## src/rtl/frame_streamer.sv

```systemverilog
// frame_streamer
// Raster-order pixel source. Reads a stored frame from a synchronous frame
// memory (one-cycle read latency) and drives a pixel stream with frame/row
// markers, an optional inter-row gap and an issue stall.
//
// Ports
//   clk, rst                 clock, synchronous active-high reset
//   start                    frame request, honoured only in IDLE
//   frame_column_size        pixels per row   (latched on accepted start)
//   frame_row_size           rows per frame   (latched on accepted start)
//   base_addr                first pixel addr (latched on accepted start)
//   row_gap                  idle cycles after each non-final row
//   stall                    blocks new reads; in-flight reads still emit
//   mem_rd_en/mem_addr       read request to frame memory
//   mem_rd_data              read data, one cycle after mem_rd_en
//   out_point/valid_out      pixel stream
//   sof/eol/eof              frame/row/frame-end markers, qualified by valid_out
//   busy                     frame in progress
//   done                     one-cycle completion pulse
//
// state  | meaning
// -------+-----------------------------------------------------------
// IDLE   | waiting for start
// STREAM | issuing one read per non-stalled cycle
// GAP    | inserting row_gap idle cycles between rows
// DRAIN  | all reads issued, waiting for the eof pixel to leave
module frame_streamer #(
  parameter int PIXEL_WIDTH   = 8,
  parameter int BUFFER_LENGTH = 2000,
  parameter int ADDR_WIDTH    = 22,
  localparam int SW           = $clog2(BUFFER_LENGTH)
) (
  input  logic                   clk,
  input  logic                   rst,
  input  logic                   start,
  input  logic [SW-1:0]          frame_column_size,
  input  logic [SW-1:0]          frame_row_size,
  input  logic [ADDR_WIDTH-1:0]  base_addr,
  input  logic [7:0]             row_gap,
  input  logic                   stall,
  output logic                   mem_rd_en,
  output logic [ADDR_WIDTH-1:0]  mem_addr,
  input  logic [PIXEL_WIDTH-1:0] mem_rd_data,
  output logic [PIXEL_WIDTH-1:0] out_point,
  output logic                   valid_out,
  output logic                   sof,
  output logic                   eol,
  output logic                   eof,
  output logic                   busy,
  output logic                   done
);

  typedef enum logic [1:0] {S_IDLE, S_STREAM, S_GAP, S_DRAIN} state_t;

  state_t                 state_q, state_d;
  logic [SW-1:0]          cols_q, cols_d;
  logic [SW-1:0]          rows_q, rows_d;
  logic [SW-1:0]          col_q, col_d;
  logic [SW-1:0]          row_q, row_d;
  logic [7:0]             gap_len_q, gap_len_d;
  logic [7:0]             gap_cnt_q, gap_cnt_d;
  logic [ADDR_WIDTH-1:0]  addr_q, addr_d;
  logic                   done_q, done_d;

  // issue-time sideband
  logic rd_en, iss_sof, iss_eol, iss_eof;
  logic last_col, last_row;

  // stage 1: aligned with mem_rd_data
  logic s1_valid_q, s1_sof_q, s1_eol_q, s1_eof_q;
  // stage 2: registered output
  logic                   valid_out_q, sof_q, eol_q, eof_q;
  logic [PIXEL_WIDTH-1:0] out_point_q;

  assign last_col = (col_q == cols_q - SW'(1));
  assign last_row = (row_q == rows_q - SW'(1));

  always_comb begin
    state_d   = state_q;
    cols_d    = cols_q;
    rows_d    = rows_q;
    col_d     = col_q;
    row_d     = row_q;
    gap_len_d = gap_len_q;
    gap_cnt_d = gap_cnt_q;
    addr_d    = addr_q;
    done_d    = 1'b0;
    rd_en     = 1'b0;
    iss_sof   = 1'b0;
    iss_eol   = 1'b0;
    iss_eof   = 1'b0;

    case (state_q)
      S_IDLE: begin
        if (start) begin
          if (frame_column_size != '0 && frame_row_size != '0) begin
            cols_d    = frame_column_size;
            rows_d    = frame_row_size;
            gap_len_d = row_gap;
            col_d     = '0;
            row_d     = '0;
            addr_d    = base_addr;
            state_d   = S_STREAM;
          end else begin
            done_d = 1'b1;
          end
        end
      end

      S_STREAM: begin
        if (!stall) begin
          rd_en   = 1'b1;
          iss_sof = (col_q == '0) && (row_q == '0);
          iss_eol = last_col;
          iss_eof = last_col && last_row;
          addr_d  = addr_q + ADDR_WIDTH'(1);
          if (last_col) begin
            col_d = '0;
            if (last_row) begin
              state_d = S_DRAIN;
            end else begin
              row_d = row_q + SW'(1);
              if (gap_len_q != '0) begin
                // counter terminates at 0, so load one less than the gap
                gap_cnt_d = gap_len_q - 8'(1);
                state_d   = S_GAP;
              end
            end
          end else begin
            col_d = col_q + SW'(1);
          end
        end
      end

      S_GAP: begin
        if (gap_cnt_q == '0) begin
          state_d = S_STREAM;
        end else begin
          gap_cnt_d = gap_cnt_q - 8'(1);
        end
      end

      S_DRAIN: begin
        if (valid_out_q && eof_q) begin
          done_d  = 1'b1;
          state_d = S_IDLE;
        end
      end

      default: state_d = S_IDLE;
    endcase
  end

  always_ff @(posedge clk) begin
    if (rst) begin
      state_q     <= S_IDLE;
      cols_q      <= '0;
      rows_q      <= '0;
      col_q       <= '0;
      row_q       <= '0;
      gap_len_q   <= '0;
      gap_cnt_q   <= '0;
      addr_q      <= '0;
      done_q      <= 1'b0;
      s1_valid_q  <= 1'b0;
      s1_sof_q    <= 1'b0;
      s1_eol_q    <= 1'b0;
      s1_eof_q    <= 1'b0;
      valid_out_q <= 1'b0;
      sof_q       <= 1'b0;
      eol_q       <= 1'b0;
      eof_q       <= 1'b0;
      out_point_q <= '0;
    end else begin
      state_q     <= state_d;
      cols_q      <= cols_d;
      rows_q      <= rows_d;
      col_q       <= col_d;
      row_q       <= row_d;
      gap_len_q   <= gap_len_d;
      gap_cnt_q   <= gap_cnt_d;
      addr_q      <= addr_d;
      done_q      <= done_d;
      s1_valid_q  <= rd_en;
      s1_sof_q    <= iss_sof;
      s1_eol_q    <= iss_eol;
      s1_eof_q    <= iss_eof;
      valid_out_q <= s1_valid_q;
      sof_q       <= s1_sof_q;
      eol_q       <= s1_eol_q;
      eof_q       <= s1_eof_q;
      if (s1_valid_q) begin
        out_point_q <= mem_rd_data;
      end
    end
  end

  assign mem_rd_en = rd_en;
  assign mem_addr  = addr_q;
  assign out_point = out_point_q;
  assign valid_out = valid_out_q;
  assign sof       = sof_q;
  assign eol       = eol_q;
  assign eof       = eof_q;
  assign busy      = (state_q != S_IDLE);
  assign done      = done_q;

endmodule

```

## config.mk

```make
export PLATFORM = sky130hd
export DESIGN_NAME = frame_streamer
export DESIGN_NICKNAME = d
export VERILOG_FILES = /design/src/rtl/frame_streamer.sv
export SDC_FILE = /design/constraint.sdc
export NUM_CORES = 1
export LEC_CHECK = 0
export CAP_MARGIN = 25
export CORE_ASPECT_RATIO = 0.5
export CORE_MARGIN = 3
export CORE_UTILIZATION = 58
export DETAILED_ROUTE_END_ITERATION = 6
export PLACE_DENSITY = 0.95
export SYNTH_ARGS = -nofsm -noshare
export SYNTH_HDL_FRONTEND = slang
export SYNTH_SLANG_ARGS = --single-unit
```

## constraint.sdc

```tcl
create_clock -name clk -period 4.81 [get_ports clk]
set_clock_uncertainty 0.1 [all_clocks]
set_input_delay 1.2025 -clock clk [delete_from_list [all_inputs] [get_ports clk]]
set_output_delay 1.2025 -clock clk [all_outputs]
set_load 0.02 [all_outputs]
```

# Word level (Yosys, flattened, before mapping)
# Cells that the tools add are included.
[totals]
in_bits = 64
reg_bits = 101
output_inout_bits = 37
wordCells = 95
[classes]
addsub = 7
bitwise = 1
muxes = 34
eq_ne = 15
reduce_logical = 20
[ops]
columns = ["cell", "count"]
rows = [
  ["$mux W11", 7],
  ["$mux W22", 3],
  ["$pmux W11 S2", 2],
  ["$pmux W22 S2", 1],
  ["$mux W8", 5],
  ["$add A11 B1 Y11 const B", 2],
  ["$add A22 B1 Y22 const B", 1],
  ["$eq A11 B11 Y1", 2],
  ["$logic_not A11 Y1", 2],
  ["$reduce_bool A11 Y1", 2],
  ["$sub A11 B1 Y11 const B", 2],
  ["$ne A2 B2 Y1 const B", 9],
  ["$mux W2", 8],
  ["$pmux W8 S2", 1],
  ["$sub A8 B1 Y8 const B", 2],
  ["$reduce_and A6 Y1", 2],
  ["$logic_not A8 Y1", 1],
  ["$pmux W2 S4", 1],
  ["$reduce_bool A8 Y1", 1],
  ["$reduce_and A7 Y1", 1],
  ["$reduce_bool A2 Y1", 3],
  ["$mux W1", 5],
  ["$eq A2 B2 Y1 const B", 2],
  ["$logic_and A1 B1 Y1", 4],
  ["8 further kinds", 8],
]

# Depth between registers and ports, before layout
# Gate-level depths: netlist (run 1).
[logic_depth]
ltp_word = 6
mapped_depth = 12

# Least setup slack after synthesis (run 1)
# OpenSTA, ideal clock, no wires.
[synth_timing]
kind = "input to register"
start = "input frame_column_size[2]"
end = "register addr_q[14], in the netlist mem_addr[14]"
setup_time_ns = 0.070
required_ns = 4.640
cell_stages = 8
arrival_time_ns = 2.897
slack_ns = 1.742
cell_sequence = "nor4_1 nand3_1 a31oi_1 a21o_1 clkbuf_1 clkbuf_1 a22oi_1 a21oi_1"
[synth_between]
elab_chain_cells = 4
[synth_lines]
columns = ["element", "line", "rtl"]
rows = [
  ["from (decl)", "36", "input logic [SW-1:0] frame_column_size,"],
  ["$reduce_bool A11 Y1", "96", "if (frame_column_size != '0 && frame_row_size != '0) begin"],
  ["$logic_and A1 B1 Y1", "96", ""],
  ["$ne A2 B2 Y1 (no line)", "--", ""],
  ["$reduce_and A4 Y1 (no line)", "--", ""],
  ["to (signal assigned)", "182", "addr_q <= addr_d;"],
  ["to (decl)", "62", "logic [ADDR_WIDTH-1:0] addr_q, addr_d;"],
]
# No other way between the ends.
# A chain may end at the register's enable or synchronous reset.

# Worst setup path in the final report (run 1)
[layout_timing]
start = "input stall"
end = "output mem_rd_en"
[layout_between]
elab_chain_cells = 2
[layout_lines]
columns = ["element", "line", "rtl"]
rows = [
  ["from (decl)", "40", "input logic stall,"],
  ["$mux W1", "111", "if (!stall) begin"],
  ["$mux W1", "93", "case (state_q)"],
  ["to (decl)", "41", "output logic mem_rd_en,"],
]
# No other way between the ends.

==> results.json, run 1 <==
{
  "worst_path_dominant_cell_family": "buffers and inverters",
  "cellPowerDensity_nw_per_um2": 333.1,
  "path_depth": 5,
  "placed_area_um2": 6798,
  "boundaryPins": 101,
  "worst-slew-pin-transition_ns": 0.9982,
  "critPathLaunchType": "primary input",
  "clock_tree.htree_level_count": 3,
  "coreArea_um2": 9129,
  "synth_seq_cells": 101,
  "hold_vio_cnt_final": 0,
  "layout.cells.most_common_list": "sky130_fd_sc_hd__dfxtp_1 (101), sky130_fd_sc_hd__clkdlybuf4s50_1 (99), sky130_fd_sc_hd__nor2_1 (89), sky130_fd_sc_hd__nand2_1 (56), sky130_fd_sc_hd__mux2i_1 (49)",
  "cells_along_the_critical_path": "clkdlybuf4s50_1 -> nand2b_1 -> buf_4 -> inv_1 -> clkdlybuf4s50_1",
  "mappedNetlistNets": 779,
  "drt-pass1-iter-count": 6,
  "vias_per_cell": 6.167,
  "end_kind": "primary output",
  "layout_min_cycle_time_ns": 3.947,
  "worst_r2r_endpoint": "gap_cnt_q[6]",
  "core.rowCount": 24,
  "drt-total-wl_mm": 15.46,
  "first_iter_violations": 563,
  "count_of_input_and_output_buffers": 100,
  "syn_area_um2": 5725,
  "worst-path-buf-inv": 4,
  "number_of_synthesized_flops_with_an_enable_pin": 0,
  "layout_setup_ws_ns": 0.8633,
  "wl_per_cell_um": 16.80,
  "final_area_um2": 7153,
  "worst_slew_margin_rel": 0.3321,
  "clk_transition_reported_paths_ns": 0.07,
  "worst_skew_pair.late_latency_ns": 0.35,
  "gp_congestion": 0.9443,
  "grt_overflow_total": 0,
  "num_antenna_cells": 0,
  "clockBufferDepth": 2,
  "crit_fanout": 10,
  "regToRegSetupSlack_ns": 1.50,
  "tritoncts.num_buffers": 9,
  "crit_path_frequent_cell": "sky130_fd_sc_hd__clkdlybuf4s50_1",
  "grt_first_pass_wirelength_mm": 25.84,
  "cts_hold_buffers": 0,
  "tritoncts_num_sinks": 101,
  "cellLeakagePower_nw": 2.615,
  "place.detailed.hpwl_mm": 10.53,
  "async_flop_share": 0,
  "grt_pass1_vias": 5281,
  "worst-endpoint-arrival_ns": 2.64,
  "effective_utilization_at_floorplan": 0.6272,
  "synthesis.area_per_instance_um2": 8.144,
  "slew_violations": 0,
  "post-route-drc-count": 0,
  "setup_total_negative_slack_ns": 0,
  "report.final.setup_viol": 0,
  "cp_data_required_time_ns": 3.51,
  "clock_tree_from_tritoncts": "done",
  "die_ar_um2": 11170,
  "count_of_cells_along_the_worst_register_to_register_path": 10,
  "synth.yosys.warnings": 0,
  "outcome": "complete, no violations",
  "post_cts.resized_instances": 0,
  "clock.fmax_mhz": 253.4,
  "synthCells": 703,
  "antenna_found_initial": 0,
  "timing.critical_path.slowest_cell_delay_ns": 0.60,
  "min-delay-path-class": "register to register",
  "num-nets-final": 861,
  "worstReg2RegStart": "rows_q[0]",
  "fraction_of_the_yosys_area_taken_by_sequential_cells": 0.3531,
  "drive_gt1_frac": 0.04937,
  "crit_start": "stall",
  "total_grt_usage": 0.2743,
  "crit_type": "primary input to primary output",
  "pre_cts_slack_ns": 0.7453,
  "grt_setup_unrepaired": "no",
  "count_of_max_cap_constraint_violations": 0,
  "netlist-cell-type-count": 62,
  "largest_net_degree_at_the_start_of_global_routing": 48,
  "critical_path.slowest_cell": "sky130_fd_sc_hd__clkdlybuf4s50_1",
  "via_count": 5674,
  "dominantRegCellSynth": "sky130_fd_sc_hd__dfxtp_1",
  "layout.cells.most_common": "sky130_fd_sc_hd__dfxtp_1",
  "drtAntennaViolNets": 0,
  "cts_root_buf": "sky130_fd_sc_hd__clkbuf_16",
  "period_share": 0.8205,
  "post-cts-setup-buffers": 0,
  "die_width_um": 146.5,
  "dieHeight_um": 76.26,
  "vdd_ir_drop_max_mv": 0.2085,
  "area_growth_pct": 24.93,
  "setup.worst_path.end": "mem_rd_en"
}
layout make-up:
cell class / instances / area, um^2
timing repair buffer: 107 / 1049
inverter: 23 / 86.33
fill: 641 / 1976
clock buffer: 10 / 239.0
multi-input combinational: 543 / 3478
sequential: 101 / 2022
clock inverter: 6 / 116.4
tap: 130 / 162.7
routing by layer:
metal	share of wire	global-route usage	vias up	wire length [um]
li1	-	-	2700	-
met4	0.020	0.07880	0	311
met2	0.45	0.4320	309	6994
met1	0.43	0.3783	2617	6687
met5	0	0	-	0
met3	0.095	0.06239	48	1462
cell usage after synthesis (5+ instances only):
cell type / instances / share of area
sky130_fd_sc_hd__o22ai_1: 5 / 0.0055
sky130_fd_sc_hd__o21ai_0: 26 / 0.023
sky130_fd_sc_hd__xnor2_1: 31 / 0.047
sky130_fd_sc_hd__mux2i_1: 49 / 0.086
sky130_fd_sc_hd__nand3_1: 23 / 0.020
sky130_fd_sc_hd__and2_1: 6 / 0.0066
sky130_fd_sc_hd__nor2_1: 89 / 0.058
sky130_fd_sc_hd__nand4_1: 13 / 0.014
sky130_fd_sc_hd__ha_1: 12 / 0.026
sky130_fd_sc_hd__a21oi_1: 34 / 0.030
sky130_fd_sc_hd__a211oi_1: 12 / 0.016
sky130_fd_sc_hd__nor3b_1: 8 / 0.010
sky130_fd_sc_hd__and3_1: 9 / 0.0098
sky130_fd_sc_hd__xor2_1: 10 / 0.015
sky130_fd_sc_hd__a22oi_1: 16 / 0.021
sky130_fd_sc_hd__dfxtp_1: 101 / 0.35
sky130_fd_sc_hd__or3_1: 8 / 0.0087
sky130_fd_sc_hd__clkbuf_1: 30 / 0.020
sky130_fd_sc_hd__nor3_1: 32 / 0.028
sky130_fd_sc_hd__a31oi_1: 6 / 0.0066
sky130_fd_sc_hd__nand2_1: 56 / 0.037
sky130_fd_sc_hd__inv_1: 23 / 0.015
sky130_fd_sc_hd__nor4_1: 18 / 0.020
sky130_fd_sc_hd__buf_1: 5 / 0.0033
sky130_fd_sc_hd__nor2b_1: 11 / 0.012
sky130_fd_sc_hd__nand2b_1: 8 / 0.0087
how the worst min path moves through the flow:
stage,from,slack [ns],cells after the start,end
2_1_floorplan,s1_eof_q,0.31,1,eof
3_3_place_gp,s1_eof_q,0.32,1,eof
3_5_place_dp,s1_eol_q,0.33,1,eol
4_1_cts,s1_sof_q,0.34,1,sof
5_1_grt,s1_sof_q,0.37,1,sof
6_report,s1_sof_q,0.34,1,sof
cell families (layout without fill, tap and decap cells):
group / Yosys count / in the layout / share of synthesized area
AO/OA/AOI/OAI: 140 / 140 / 0.1674
buffers and inverters: 59 / 146 / 0.03999
flip-flops: 101 / 101 / 0.3531
AND/OR/NAND/NOR: 299 / 299 / 0.2609
adder cells (fa/ha/maj): 12 / 12 / 0.02622
XOR/XNOR: 41 / 41 / 0.06272
multiplexers: 51 / 51 / 0.08960
through the flow:
step | power, mW | utilization | std cells | hold slack [ns]
finish | 2.383 | 0.7836 | 920 | 0.3391
global route | 2.489 | 0.7836 | 920 | 0.3683
CTS | 2.380 | 0.7836 | 920 | 0.3445
detailed placement | 1.526 | 0.7447 | 904 | 0.3303
global placement | 1.507 | 0.7447 | 904 | 0.3209
floorplan | 1.324 | - | 703 | 0.3138
where the power goes:
part	total [mW]	switching, mW	internal, mW
Combinational	0.560	0.305	0.254
Clock	0.858	0.330	0.528
Sequential	0.965	0.0773	0.888
Total	2.38	0.713	1.67
flip-flops by register name (all words and copies together) (netlist names), 2 cells and up:
| register | cells |
|---|---|
| col_q | 11 |
| cols_q | 11 |
| gap_cnt_q | 8 |
| gap_len_q | 8 |
| mem_addr | 22 |
| out_point | 8 |
| row_q | 11 |
| rows_q | 11 |
| state_q | 2 |
Power figures use the tool's default switching activity.
==> run 2: changes to the inputs <==
- CORE_UTILIZATION: 58 -> 53
- PLACE_DENSITY: 0.95 -> 0.88
- clock period: 4.81 -> 3.7 ns (I/O delays scaled with it)
==> results.json, run 2 (synthesized netlist as in run 1, its figures left out) <==
{
  "cellPowerDensity_nw_per_um2": 402.5,
  "dieHeight_um": 79.50,
  "coreArea_um2": 10380,
  "post_cts.resized_instances": 0,
  "num_antenna_cells": 0,
  "outcome": "complete, no violations",
  "worst_slew_margin_rel": 0.4657,
  "cts_hold_buffers": 0,
  "die_ar_um2": 12160,
  "cp_data_required_time_ns": 2.67,
  "worst_skew_pair.late_latency_ns": 0.35,
  "drive_gt1_frac": 0.05395,
  "drt-total-wl_mm": 15.15,
  "min-delay-path-class": "register to register",
  "boundaryPins": 101,
  "count_of_input_and_output_buffers": 100,
  "power.clock.fraction": 0.303,
  "tritoncts_num_sinks": 101,
  "grt_setup_unrepaired": "no",
  "area_growth_pct": 24.76,
  "layout_min_cycle_time_ns": 3.253,
  "antenna_found_initial": 0,
  "sw_frac_of_total": 0.3127,
  "slew_violations": 0,
  "clockBufferDepth": 2,
  "first_iter_violations": 487,
  "report.final.setup_viol": 0,
  "die_width_um": 153.0,
  "post-cts-setup-buffers": 0,
  "total_grt_usage": 0.2417,
  "grt_pass1_vias": 5184,
  "num-nets-final": 869,
  "largest_register_ff_count": 22,
  "end_kind": "primary output",
  "cell_int_power_mw": 1.976,
  "layout.cells.most_common": "sky130_fd_sc_hd__dfxtp_1",
  "crit_fanout": 3,
  "multiInputGateArea_um2": 3478,
  "clock.fmax_mhz": 307.4,
  "setup_total_negative_slack_ns": 0,
  "clk_transition_reported_paths_ns": 0.06,
  "cts_root_buf": "sky130_fd_sc_hd__clkbuf_16",
  "wl_per_cell_um": 16.17,
  "power_frac_comb": 0.261,
  "core.rowCount": 26,
  "cellLeakagePower_nw": 2.616,
  "worst-endpoint-arrival_ns": 2.23,
  "p_switching_mw": 0.8990,
  "via_count": 5642,
  "drt-pass1-iter-count": 5,
  "period_share": 0.8793,
  "register_area_um2": 2022,
  "grt_overflow_total": 0,
  "post-route-drc-count": 0,
  "hold_vio_cnt_final": 0,
  "drtAntennaViolNets": 0,
  "gp_congestion": 0.9150,
  "clock_tree.htree_level_count": 3,
  "power.share.sequential": 0.436,
  "num-fill-cells": 851,
  "grt_first_pass_wirelength_mm": 24.67,
  "largest_net_degree_at_the_start_of_global_routing": 60,
  "vias_per_cell": 6.021,
  "critPathLaunchType": "primary input",
  "place.detailed.hpwl_mm": 10.62,
  "worst-slew-pin-transition_ns": 0.8015,
  "count_of_max_cap_constraint_violations": 0,
  "finish.utilization": 0.6883,
  "clock_tree_from_tritoncts": "done",
  "layout.cells.most_common_list": "sky130_fd_sc_hd__dfxtp_1 (101), sky130_fd_sc_hd__clkdlybuf4s50_1 (99), sky130_fd_sc_hd__nor2_1 (89), sky130_fd_sc_hd__nand2_1 (56), sky130_fd_sc_hd__mux2i_1 (49)",
  "vdd_ir_drop_max_mv": 0.2140,
  "effective_utilization_at_floorplan": 0.5517,
  "crit_type": "primary input to primary output",
  "tritoncts.num_buffers": 9
}
-- run 2: routing by layer --
layer,vias to the layer above,track usage,wire (um)
met2,261,0.4070,6843
met1,2635,0.3213,6850
li1,2710,-,-
met5,-,0,0
met3,36,0.04331,1148
met4,0,0.07111,310
-- run 2: through the flow --
step	power [mW]	area, um^2	hold slack [ns]	worst slack [ns]	instances
2_1_floorplan	1.721	5725	0.3138	0.9096	703
3_3_place_gp	1.986	6875	0.3214	0.3623	921
3_5_place_dp	2.009	6875	0.3248	0.2956	921
4_1_cts	2.869	7136	0.3396	0.4430	936
5_1_grt	3.002	7143	0.3650	0.1683	937
6_report	2.875	7143	0.3344	0.4466	937
-- run 2: final cells by class --
cell class | instances | area share
inverters | 23 | 0.01209
repair buffers | 115 | 0.1569
flip-flops and latches | 101 | 0.2831
clock inverters | 2 | 0.001401
well taps | 140 | 0.02452
clock buffers | 13 | 0.03503
multi-input cells | 543 | 0.4870
-- run 2: worst paths after layout --
check,startpoint,end,slack (ns),cells past startpoint
setup / recovery,stall,mem_rd_en,0.45,4
hold / removal,s1_sof_q,sof,0.33,1
setup reg to reg,cols_q[0],gap_cnt_q[4],0.48,10
hold reg to reg,s1_sof_q,sof,0.33,1
-- run 2: power groups by stage --
stage	Sequential, mW	Clock, mW	Combinational, mW
6_report	1.25	0.871	0.752
5_1_grt	1.26	0.920	0.819
4_1_cts	1.25	0.877	0.742
3_5_place_dp	1.27	0	0.736
3_3_place_gp	1.27	0	0.716
2_1_floorplan	1.29	0	0.430
-- run 2: worst max-delay path, stage by stage --
cell,delay [ns]
sky130_fd_sc_hd__clkdlybuf4s50_1,0.45
sky130_fd_sc_hd__nand2b_1,0.17
sky130_fd_sc_hd__inv_1,0.08
sky130_fd_sc_hd__clkdlybuf4s50_1,0.60
